$ cat src/rtl/i2s_pkg.sv
// Shared constants, FSM state encoding and sample packing helper for the i2s sample FIFO.
package i2s_pkg;

  localparam int SAMPLE_W = 32;
  localparam int CHAN_W   = 16;

  localparam logic [0:0] ST_FILL = 1'b0;
  localparam logic [0:0] ST_RUN  = 1'b1;

  typedef struct packed {
    logic [CHAN_W-1:0] left;
    logic [CHAN_W-1:0] right;
  } stereo_t;

  function automatic logic [SAMPLE_W-1:0] pack_lr(input logic [CHAN_W-1:0] left,
                                                 input logic [CHAN_W-1:0] right);
    return {left, right};
  endfunction

endpackage

$ cat src/rtl/i2s_fifo_ram.sv
// Sample storage for the i2s FIFO: registered write port, asynchronous read port.
module i2s_fifo_ram #(
  parameter int DEPTH_LOG2 = 4,
  parameter int WIDTH      = 32
) (
  input  logic                  clkin,
  input  logic                  wr_en,
  input  logic [DEPTH_LOG2-1:0] wr_addr,
  input  logic [WIDTH-1:0]      wr_data,
  input  logic [DEPTH_LOG2-1:0] rd_addr,
  output logic [WIDTH-1:0]      rd_data
);

  logic [WIDTH-1:0] mem [2**DEPTH_LOG2];

  always_ff @(posedge clkin) begin
    if (wr_en) mem[wr_addr] <= wr_data;
  end

  assign rd_data = mem[rd_addr];

endmodule

$ cat src/rtl/i2s_sample_fifo.sv
// Stereo sample FIFO feeding the i2s transmitter, with prefill/underflow sequencing.
// Optional statistics outputs are enabled by defining I2S_SAMPLE_FIFO_STATS_EN.
//
// state   | meaning
// ST_FILL | output muted, waiting for level >= PREFILL
// ST_RUN  | each i2s_ready pulse pops the next sample onto sound
module i2s_sample_fifo
  import i2s_pkg::*;
#(
  parameter int DEPTH_LOG2 = 4,
  parameter int WIDTH      = SAMPLE_W,
  parameter int PREFILL    = 4
) (
  input  logic                  clkin,
  input  logic                  rst,
  input  logic [WIDTH-1:0]      in_data,
  input  logic                  in_valid,
  output logic                  in_ready,
  output logic [WIDTH-1:0]      sound,
  input  logic                  i2s_ready,
  output logic [DEPTH_LOG2:0]   level,
  output logic                  empty,
  output logic                  full,
  output logic                  running,
  output logic                  underflow
`ifdef I2S_SAMPLE_FIFO_STATS_EN
  ,
  output logic [15:0]           underflow_cnt,
  output logic [DEPTH_LOG2:0]   peak_level
`endif
);

  localparam int                  DEPTH      = 2**DEPTH_LOG2;
  localparam logic [DEPTH_LOG2:0] DEPTH_LV   = DEPTH[DEPTH_LOG2:0];
  localparam logic [DEPTH_LOG2:0] PREFILL_LV = PREFILL[DEPTH_LOG2:0];
  localparam logic [DEPTH_LOG2:0] LVL_ONE    = 1;
  localparam logic [DEPTH_LOG2-1:0] PTR_ONE  = 1;

  logic [0:0]            state;
  logic [DEPTH_LOG2-1:0] wr_ptr;
  logic [DEPTH_LOG2-1:0] rd_ptr;
  logic [WIDTH-1:0]      rd_data;
  logic                  wr_en;
  logic                  pop;
  logic                  under_evt;

  assign full      = (level == DEPTH_LV);
  assign empty     = (level == '0);
  assign in_ready  = !full;
  assign running   = (state == ST_RUN);
  assign wr_en     = in_valid && in_ready;
  assign pop       = running && i2s_ready && !empty;
  assign under_evt = running && i2s_ready && empty;

  i2s_fifo_ram #(
    .DEPTH_LOG2(DEPTH_LOG2),
    .WIDTH     (WIDTH)
  ) u_ram (
    .clkin  (clkin),
    .wr_en  (wr_en),
    .wr_addr(wr_ptr),
    .wr_data(in_data),
    .rd_addr(rd_ptr),
    .rd_data(rd_data)
  );

  always_ff @(posedge clkin or posedge rst) begin
    if (rst) begin
      state     <= ST_FILL;
      wr_ptr    <= '0;
      rd_ptr    <= '0;
      level     <= '0;
      sound     <= '0;
      underflow <= 1'b0;
    end else begin
      if (wr_en) wr_ptr <= wr_ptr + PTR_ONE;
      if (pop)   rd_ptr <= rd_ptr + PTR_ONE;

      if (wr_en && !pop)      level <= level + LVL_ONE;
      else if (pop && !wr_en) level <= level - LVL_ONE;

      // Any pulse that does not pop (FILL or underflow) mutes the output.
      if (i2s_ready) sound <= pop ? rd_data : '0;

      underflow <= under_evt;

      if (state == ST_FILL) begin
        if (level >= PREFILL_LV) state <= ST_RUN;
      end else if (under_evt) begin
        state <= ST_FILL;
      end
    end
  end

`ifdef I2S_SAMPLE_FIFO_STATS_EN
  always_ff @(posedge clkin or posedge rst) begin
    if (rst) begin
      underflow_cnt <= '0;
      peak_level    <= '0;
    end else begin
      if (under_evt && (underflow_cnt != 16'hFFFF)) underflow_cnt <= underflow_cnt + 16'd1;
      if (level > peak_level) peak_level <= level;
    end
  end
`endif

endmodule

$ cat config.mk
export PLATFORM = sky130hd
export DESIGN_NAME = i2s_sample_fifo
export DESIGN_NICKNAME = d
export VERILOG_FILES = /design/src/rtl/i2s_pkg.sv /design/src/rtl/i2s_fifo_ram.sv /design/src/rtl/i2s_sample_fifo.sv
export SDC_FILE = /design/constraint.sdc
export NUM_CORES = 1
export LEC_CHECK = 0
export CAP_MARGIN = 30
export CORE_MARGIN = 4
export CORE_UTILIZATION = 40
export CTS_BUF_LIST = sky130_fd_sc_hd__clkbuf_2
export DETAILED_ROUTE_END_ITERATION = 6
export GPL_TIMING_DRIVEN = 0
export PLACE_DENSITY_LB_ADDON = 0.12
export SYNTH_ARGS = -nofsm -noshare
export SYNTH_HDL_FRONTEND = slang
export SYNTH_SLANG_ARGS = --single-unit
$ cat constraint.sdc
create_clock -name clkin -period 3.9 [get_ports clkin]
set_input_delay 0.585 -clock clkin [delete_from_list [all_inputs] [get_ports clkin]]
set_output_delay 0.585 -clock clkin [all_outputs]
set_load 0.01 [all_outputs]
==> flow_summary_export.csv <==
group,metric,value,unit
die,start_util,40.6,%
layout,fillers,4503,
worst_setup_path,r2r_start,"level[2]$_DFFE_PP0P_",
detailed_routing,wl_met3,2480,um
global_routing,grt_pass1_vias,11400,
timing,fmax,308,MHz
global_routing,grt_usage,18.3,%
global_routing,grt_first_pass_wirelength,74800,um
worst_setup_path,crit_path_max_incr_delay,550,ps
detailed_routing,route.met2.wl,25200,um
run,drv_cap,0,
clock_tree,cts_buffers,147,
logic_synthesis,avgSynthCellArea,22.5,um2
detailed_routing,wl,50700,um
clock_tree,cts-root-buf,"clkbuf_2",
logic_synthesis,synthCells,950,
die,pin_count,78,
logic_synthesis,synth_edf_count,512,
placement,dp.cells,1747,
worst_setup_path,cp-startpoint,"level[0]$_DFFE_PP0P_",
placement,gp_congestion,0.696,
worst_setup_path,critPathKind,"reg -> out",
layout,drive_gt1_share,34.7,%
worst_setup_path,critical_path.cell_chain,"nor2_1 > and3b_4 > clkdlybuf4s50_1",
worst_setup_path,cp.buffers_inverters,1,
clock_tree,cts_tree,"yes",
logic_synthesis,post-synth-top-count-cell,"edfxtp_1",
timing,finalHoldViolCount,0,
outcome,outcome,"finished clean",
logic_synthesis,synth.top_cell.area_share,71.8,%
die,die_area,0.0573,mm2
global_routing,antenna_found_initial,2,
logic_synthesis,synth_warnings,0,
global_routing,grt_start_max_net_pins,48,
timing,slew_violations,0,
logic_synthesis,synth_ff_type,"edfxtp_1",
die,core_area,0.0528,mm2
detailed_routing,topRoutingLayerUsed,"met4",
logic_synthesis,synth_fp_nets,997,
timing,hold_slack,234,ps
worst_setup_path,cp.required,3310,ps
power_and_ir_drop,irDropWorstVdd,0.000307,V
timing,setup_viol,0,
clock_tree,post_cts_buffers,0,
logic_synthesis,synth_area,0.0214,mm2
clock_tree,htreeDepth,4,
detailed_routing,dr_total_vias,10500,
timing,slew_headroom,36.3,%
worst_setup_path,cpMaxStageDelayCell,"clkdlybuf4s50_1",
worst_setup_path,crit_fanout,5,
timing,rsz0062_at_grt,"false",
layout,finalNonFillerCells,2014,
detailed_routing,drt-pass1-iter-count,5,
layout,nNetsFinal,1258,
logic_synthesis,synthTopCellsByCount,"edfxtp_1 (512), mux4_2 (128), mux2i_1 (66), dfrtp_1 (47), nand2b_1 (34)",
layout,final_core_util,47.6,%
logic_synthesis,async_flop_share,8.41,%
logic_synthesis,synthDistinctLibCells,31,
power_and_ir_drop,p_per_area,690,mW/mm2
clock_tree,path_clk_slew,110,ps
worst_hold_path,min_path_type,"in -> reg",
layout,syn2layout_area_growth,17.2,%
die,rows,84,
detailed_routing,wl_met1,22200,um
logic_synthesis,ys_ff_latch,559,
logic_synthesis,ys_seq_area_share,77.3,%
detailed_routing,drtAntennaViolNets,0,
worst_setup_path,arrival,2660,ps
clock_tree,clk_latency,1280,ps
detailed_routing,post-route-drc-count,0,
detailed_routing,drt_iter0_drc,673,
placement,numPortBuffers,77,
worst_setup_path,start_kind,"register",
worst_setup_path,crit_path_end_kind,"output pin",
die,die_x,239,um
worst_hold_path,hp-start,"in_data[23]",
die,die_h,239,um
clock_tree,clkSinkCount,559,
timing,period_minus_slack,3250,ps
power_and_ir_drop,leakagePower,0.00859,uW
clock_tree,cts_resized,0,
timing,min_period_over_period,83.3,%
timing,skew,118,ps
clock_tree,holdBufCountCts,2,
power_and_ir_drop,power,17300,uW
global_routing,grt-ovfl-total,0,
worst_setup_path,critPathTopFamily,"buffers and inverters",
placement,place_hpwl,31300,um
detailed_routing,viasPerCell,5.23,
clock_tree,clockBufferDepth,3,
detailed_routing,routedWlPerCell,25.2,um
logic_synthesis,synth.area.top_cells,"edfxtp_1 (72%), mux4_2 (13%), dfrtp_1 (5.5%)",
timing,tightest_slew,956,ps
logic_synthesis,yosysTopAreaCell,"edfxtp_1",
cells by family (layout without fill, tap and decap cells):
logic type | after synthesis | after routing | synth area share, %
xor+xnor | 10 | 10 | 0.409
simple gates | 77 | 77 | 1.90
other cells | 0 | 3 | 0
fa+ha+maj | 11 | 11 | 0.678
compound gates | 38 | 38 | 1.46
buf+inv | 60 | 433 | 1.68
mux | 195 | 195 | 16.6
flops | 559 | 559 | 77.3
cell type report:
class | instances | area [um2] | area share [%]
flip-flops and latches | 559 | 16600 | 65.9
multi-input cells | 331 | 4620 | 18.4
repair buffers | 112 | 1320 | 5.27
clock buffers | 234 | 1170 | 4.66
well taps | 688 | 861 | 3.43
plain buffers | 51 | 327 | 1.30
clock inverters | 27 | 215 | 0.857
inverters | 9 | 36.3 | 0.145
diodes | 3 | 7.51 | 0.0299
metrics by stage:
| step | setup WS [ps] | instance area [um2] | TNS (ps) |
|---|---|---|---|
| finish | 653 | 25100 | 0 |
| detailed placement | 415 | 23700 | 0 |
| global route | 391 | 25100 | 0 |
| floorplan | 101 | 21400 | 0 |
| global placement | -3500 | 23100 | -901190 |
| CTS | 430 | 25100 | 0 |
cell usage in the layout (no fill, tap or decap), drive strengths merged, types with 2 or more instances in the layout:
| cell | n |
|---|---|
| o21ai | 3 |
| clkinv | 18 |
| ha | 10 |
| diode | 3 |
| clkbuf | 248 |
| mux2i | 66 |
| xnor2 | 8 |
| nand2b | 34 |
| nand3 | 2 |
| xor2 | 2 |
| inv | 14 |
| o221ai | 32 |
| dlygate4sd3 | 2 |
| nor3 | 4 |
| dfrtp | 47 |
| edfxtp | 512 |
| nor2 | 18 |
| buf | 70 |
| a21oi | 2 |
| bufinv | 4 |
| clkdlybuf4s50 | 77 |
| nand2 | 12 |
| mux4 | 128 |
| nand4 | 2 |
path summary, 6_finish.rpt:
kind / endpoint / slack [ps] / cells past startpoint
max: empty / 650 / 3
min: u_ram.mem[12][23]$_DFFE_PP_ / 230 / 1
max reg2reg: u_ram.mem[0][10]$_DFFE_PP_ / 1050 / 9
min reg2reg: sound[13]$_DFFE_PP0P_ / 510 / 2
max in group asynchronous: level[1]$_DFFE_PP0P_ / 2830 / 3
min in group asynchronous: sound[2]$_DFFE_PP0P_ / 430 / 3
registers in the layout, summed over array words and instances (netlist names):
name and flops:
u_ram.mem 512, sound 32, level 5, rd_ptr 4, wr_ptr 4, running 1, underflow 1
power breakdown:
part | total [uW] | internal (uW) | switching [uW] | leakage, uW
registers | 7610 | 7320 | 286 | 0.00520
clock network | 4180 | 1830 | 2340 | 0.00109
logic | 5540 | 2620 | 2920 | 0.00231
total | 17300 | 11800 | 5550 | 0.00859
metal layers:
metal	vias up	global-route usage, %
met1	5619	24.6
li1	4590	-
met3	58	4.71
met4	0	6.05
met2	267	29.6
met5	-	0
No activity file was read; power rests on OpenSTA's default activity.
==> edit, RTL diff (config.mk and constraints unchanged) <==
Add a define of `I2S_SAMPLE_FIFO_STATS_EN`.
--- a/src/rtl/i2s_sample_fifo.sv
+++ b/src/rtl/i2s_sample_fifo.sv
@@ -6,2 +6,4 @@
 // ST_RUN  | each i2s_ready pulse pops the next sample onto sound
+`define I2S_SAMPLE_FIFO_STATS_EN
+
 module i2s_sample_fifo
Formal check against the unedited RTL (old outputs only; new: peak_level and underflow_cnt): equivalent (equiv_simple and equiv_induct, registers matched by name and starting in step).
==> edit against the unedited design <==
- non-clock buffer count up 20
- setup slack got worse by 270 ps
- routed wire length is 6.9% higher
- critical path depth unchanged
- sequential cell count increased by 21
- synthesized cell count rose by 11%
- sequential share of layout area shrank 2.3 points
- design area increased by 6.8%
- utilization is 0.73 points higher
- synthesized area is 5.4% higher
- power rose by 6.9%
- critical path type unchanged
==> edit: results (changes against the unedited design) <==
| Metric | Value |
|---|---|
| Status | finished clean (unchanged) |
| CP Max Fanout | 8 (was 5) |
| CP delay by family, top | simple AND/OR/NAND/NOR gates (was buffers and inverters) |
| Worst slew pin tran | 1010 ps (was 956 ps) |
| Clock latency at the later pin of the worst-skew pair | 1330 ps (was 1280 ps) |
| Top Registers | u_ram.mem: 512 flops, sound: 32 flops, underflow_cnt: 16 flops (was u_ram.mem: 512 flops, sound: 32 flops, level: 5 flops) |
| Largest net degree at the start of global routing | 54 (was 48) |
| Buffers on Ports | 98 (was 77) |
| Initial drt markers | 895 (was 673) |
| Tot GR Track Use | 0.186 (was 0.183) |
| Share of layout cells above drive strength 1 | 0.355 (was 0.347) |
| Sw Share | 0.317 (was 0.320) |
| F_max | 284 MHz (was 308 MHz) |
| Reg2reg start | level[0] (was level[2]) |
| Num CTS Buffers | 151 (was 147) |
| DP Worst Slack | -188 ps (was 415 ps) |
| Worst VDD drop | 0.000412 V (was 0.000307 V) |
| Yosys cell types | 39 (was 31) |
| HPWL Detailed | 33100 um (was 31300 um) |
| Fillcell total | 4767 (was 4503) |
| HP Start | in_data[3] (was in_data[23]) |
| Fin Hold WS | 203 ps (was 234 ps) |
| Crit path from | level[2] (was level[0]) |
| Final wirelength | 54100 um (was 50700 um) |
| Non-Filler Instances | 2213 (was 2014) |
| Cell Area, Placed | 25200 um^2 (was 23700 um^2) |
| Number of global-route vias before repair | 12300 (was 11400) |
| Initial antenna violation count | 3 (was 2) |
| Setup Skew | 95.1 ps (was 118 ps) |
| Via count | 11500 (was 10500) |
| Synth area leaders | edfxtp_1 68%, mux4_2 13%, dfrtp_1 7.5%, mux2_2 3.6%, a221o_1 1.4% (was edfxtp_1 72%, mux4_2 13%, dfrtp_1 5.5%, mux2i_1 3.1%, o221ai_1 1.3%) |
| Final RePlAce weighted congestion | 0.737 (was 0.696) |
| Reg-to-reg slack, setup | 570 ps (was 1050 ps) |
| Leak | 9.16 nW (was 8.59 nW) |
| Dpl cells | 1919 (was 1747) |
| Sequential-to-total area share from yosys stat | 0.757 (was 0.773) |
| Layout Nets | 1388 (was 1258) |
| Logic power comb | 6.06 mW (was 5.54 mW) |
| Synth top cells by count | 512 x edfxtp_1, 128 x mux4_2, 72 x mux2_2, 68 x dfrtp_1, 33 x nor2b_1 (was 512 x edfxtp_1, 128 x mux4_2, 66 x mux2i_1, 47 x dfrtp_1, 34 x nand2b_1) |
| Yosys warns | 0 (unchanged) |
| Multi-input gate area | 5300 um^2 (was 4620 um^2) |
| First-pass GRT wire length | 80700 um (was 74800 um) |
| Flop+latch power | 7.94 mW (was 7.61 mW) |
| Slowest stage delay, CP | 570 ps (was 550 ps) |
| Cells after Synth | 1050 (was 950) |
## edit: changes by cell type in the layout (fill, tap and decap cells not counted), moves of 10 or more
cell,delta
a221o_1,+32
buf_2,-11
xor2_1,+12
nand2b_1,-32
mux2i_1,-65
clkdlybuf4s50_1,+21
mux2_2,+71
nor2b_1,+33
clkbuf_1,+11
buf_6,-17
o221ai_1,-32
clkbuf_2,+10
dfrtp_1,+21
## edit: timing repair
item,4_1_cts,5_1_grt
resized for setup,0,0
hold buffers,11,0
endpoints found under the hold margin,116,0
## edit: final timing paths
path | endpoint | cells after the start
worst min-delay path | u_ram.mem[5][3] | 1
worst min register to register | underflow_cnt[13] | 1
worst max register to register | level[4] | 10
min in group asynchronous | sound[0] | 4
max in group asynchronous | level[3] | 5
worst max-delay path | empty | 3
## edit: metal layers
metal  track usage  up-vias  wire (um)  share of wire
met5             0        -          0              0
met4        0.0652        0        957          0.018
met3        0.0471       77       2670          0.049
met2         0.291      310      26100           0.48
met1         0.257     6065      24400           0.45
li1              -     5035          -              -
## edit: kinds of logic (layout without fill, tap and decap cells)
kind of cell,after synthesis,count (layout),share of synthesized area
muxes,201,201,0.164
buffers and inverters,64,473,0.0145
other,0,6,0
xor gates and xnor gates,24,24,0.00931
DFF,580,580,0.757
and+or+nand+nor,118,118,0.0279
adders and majority gates,16,16,0.00920
AOI/OAI and AO/OA,47,47,0.0183
## edit: layout make-up
cell class / instances / area share
Sequential cell: 580 / 0.637
Multi-Input combinational cell: 406 / 0.198
Timing Repair Buffer: 133 / 0.0616
Clock buffer: 244 / 0.0455
Tap cell: 748 / 0.0349
Clock inverter: 32 / 0.0111
Buffer: 50 / 0.0103
Inverter: 14 / 0.00205
Antenna cell: 6 / 0.000560
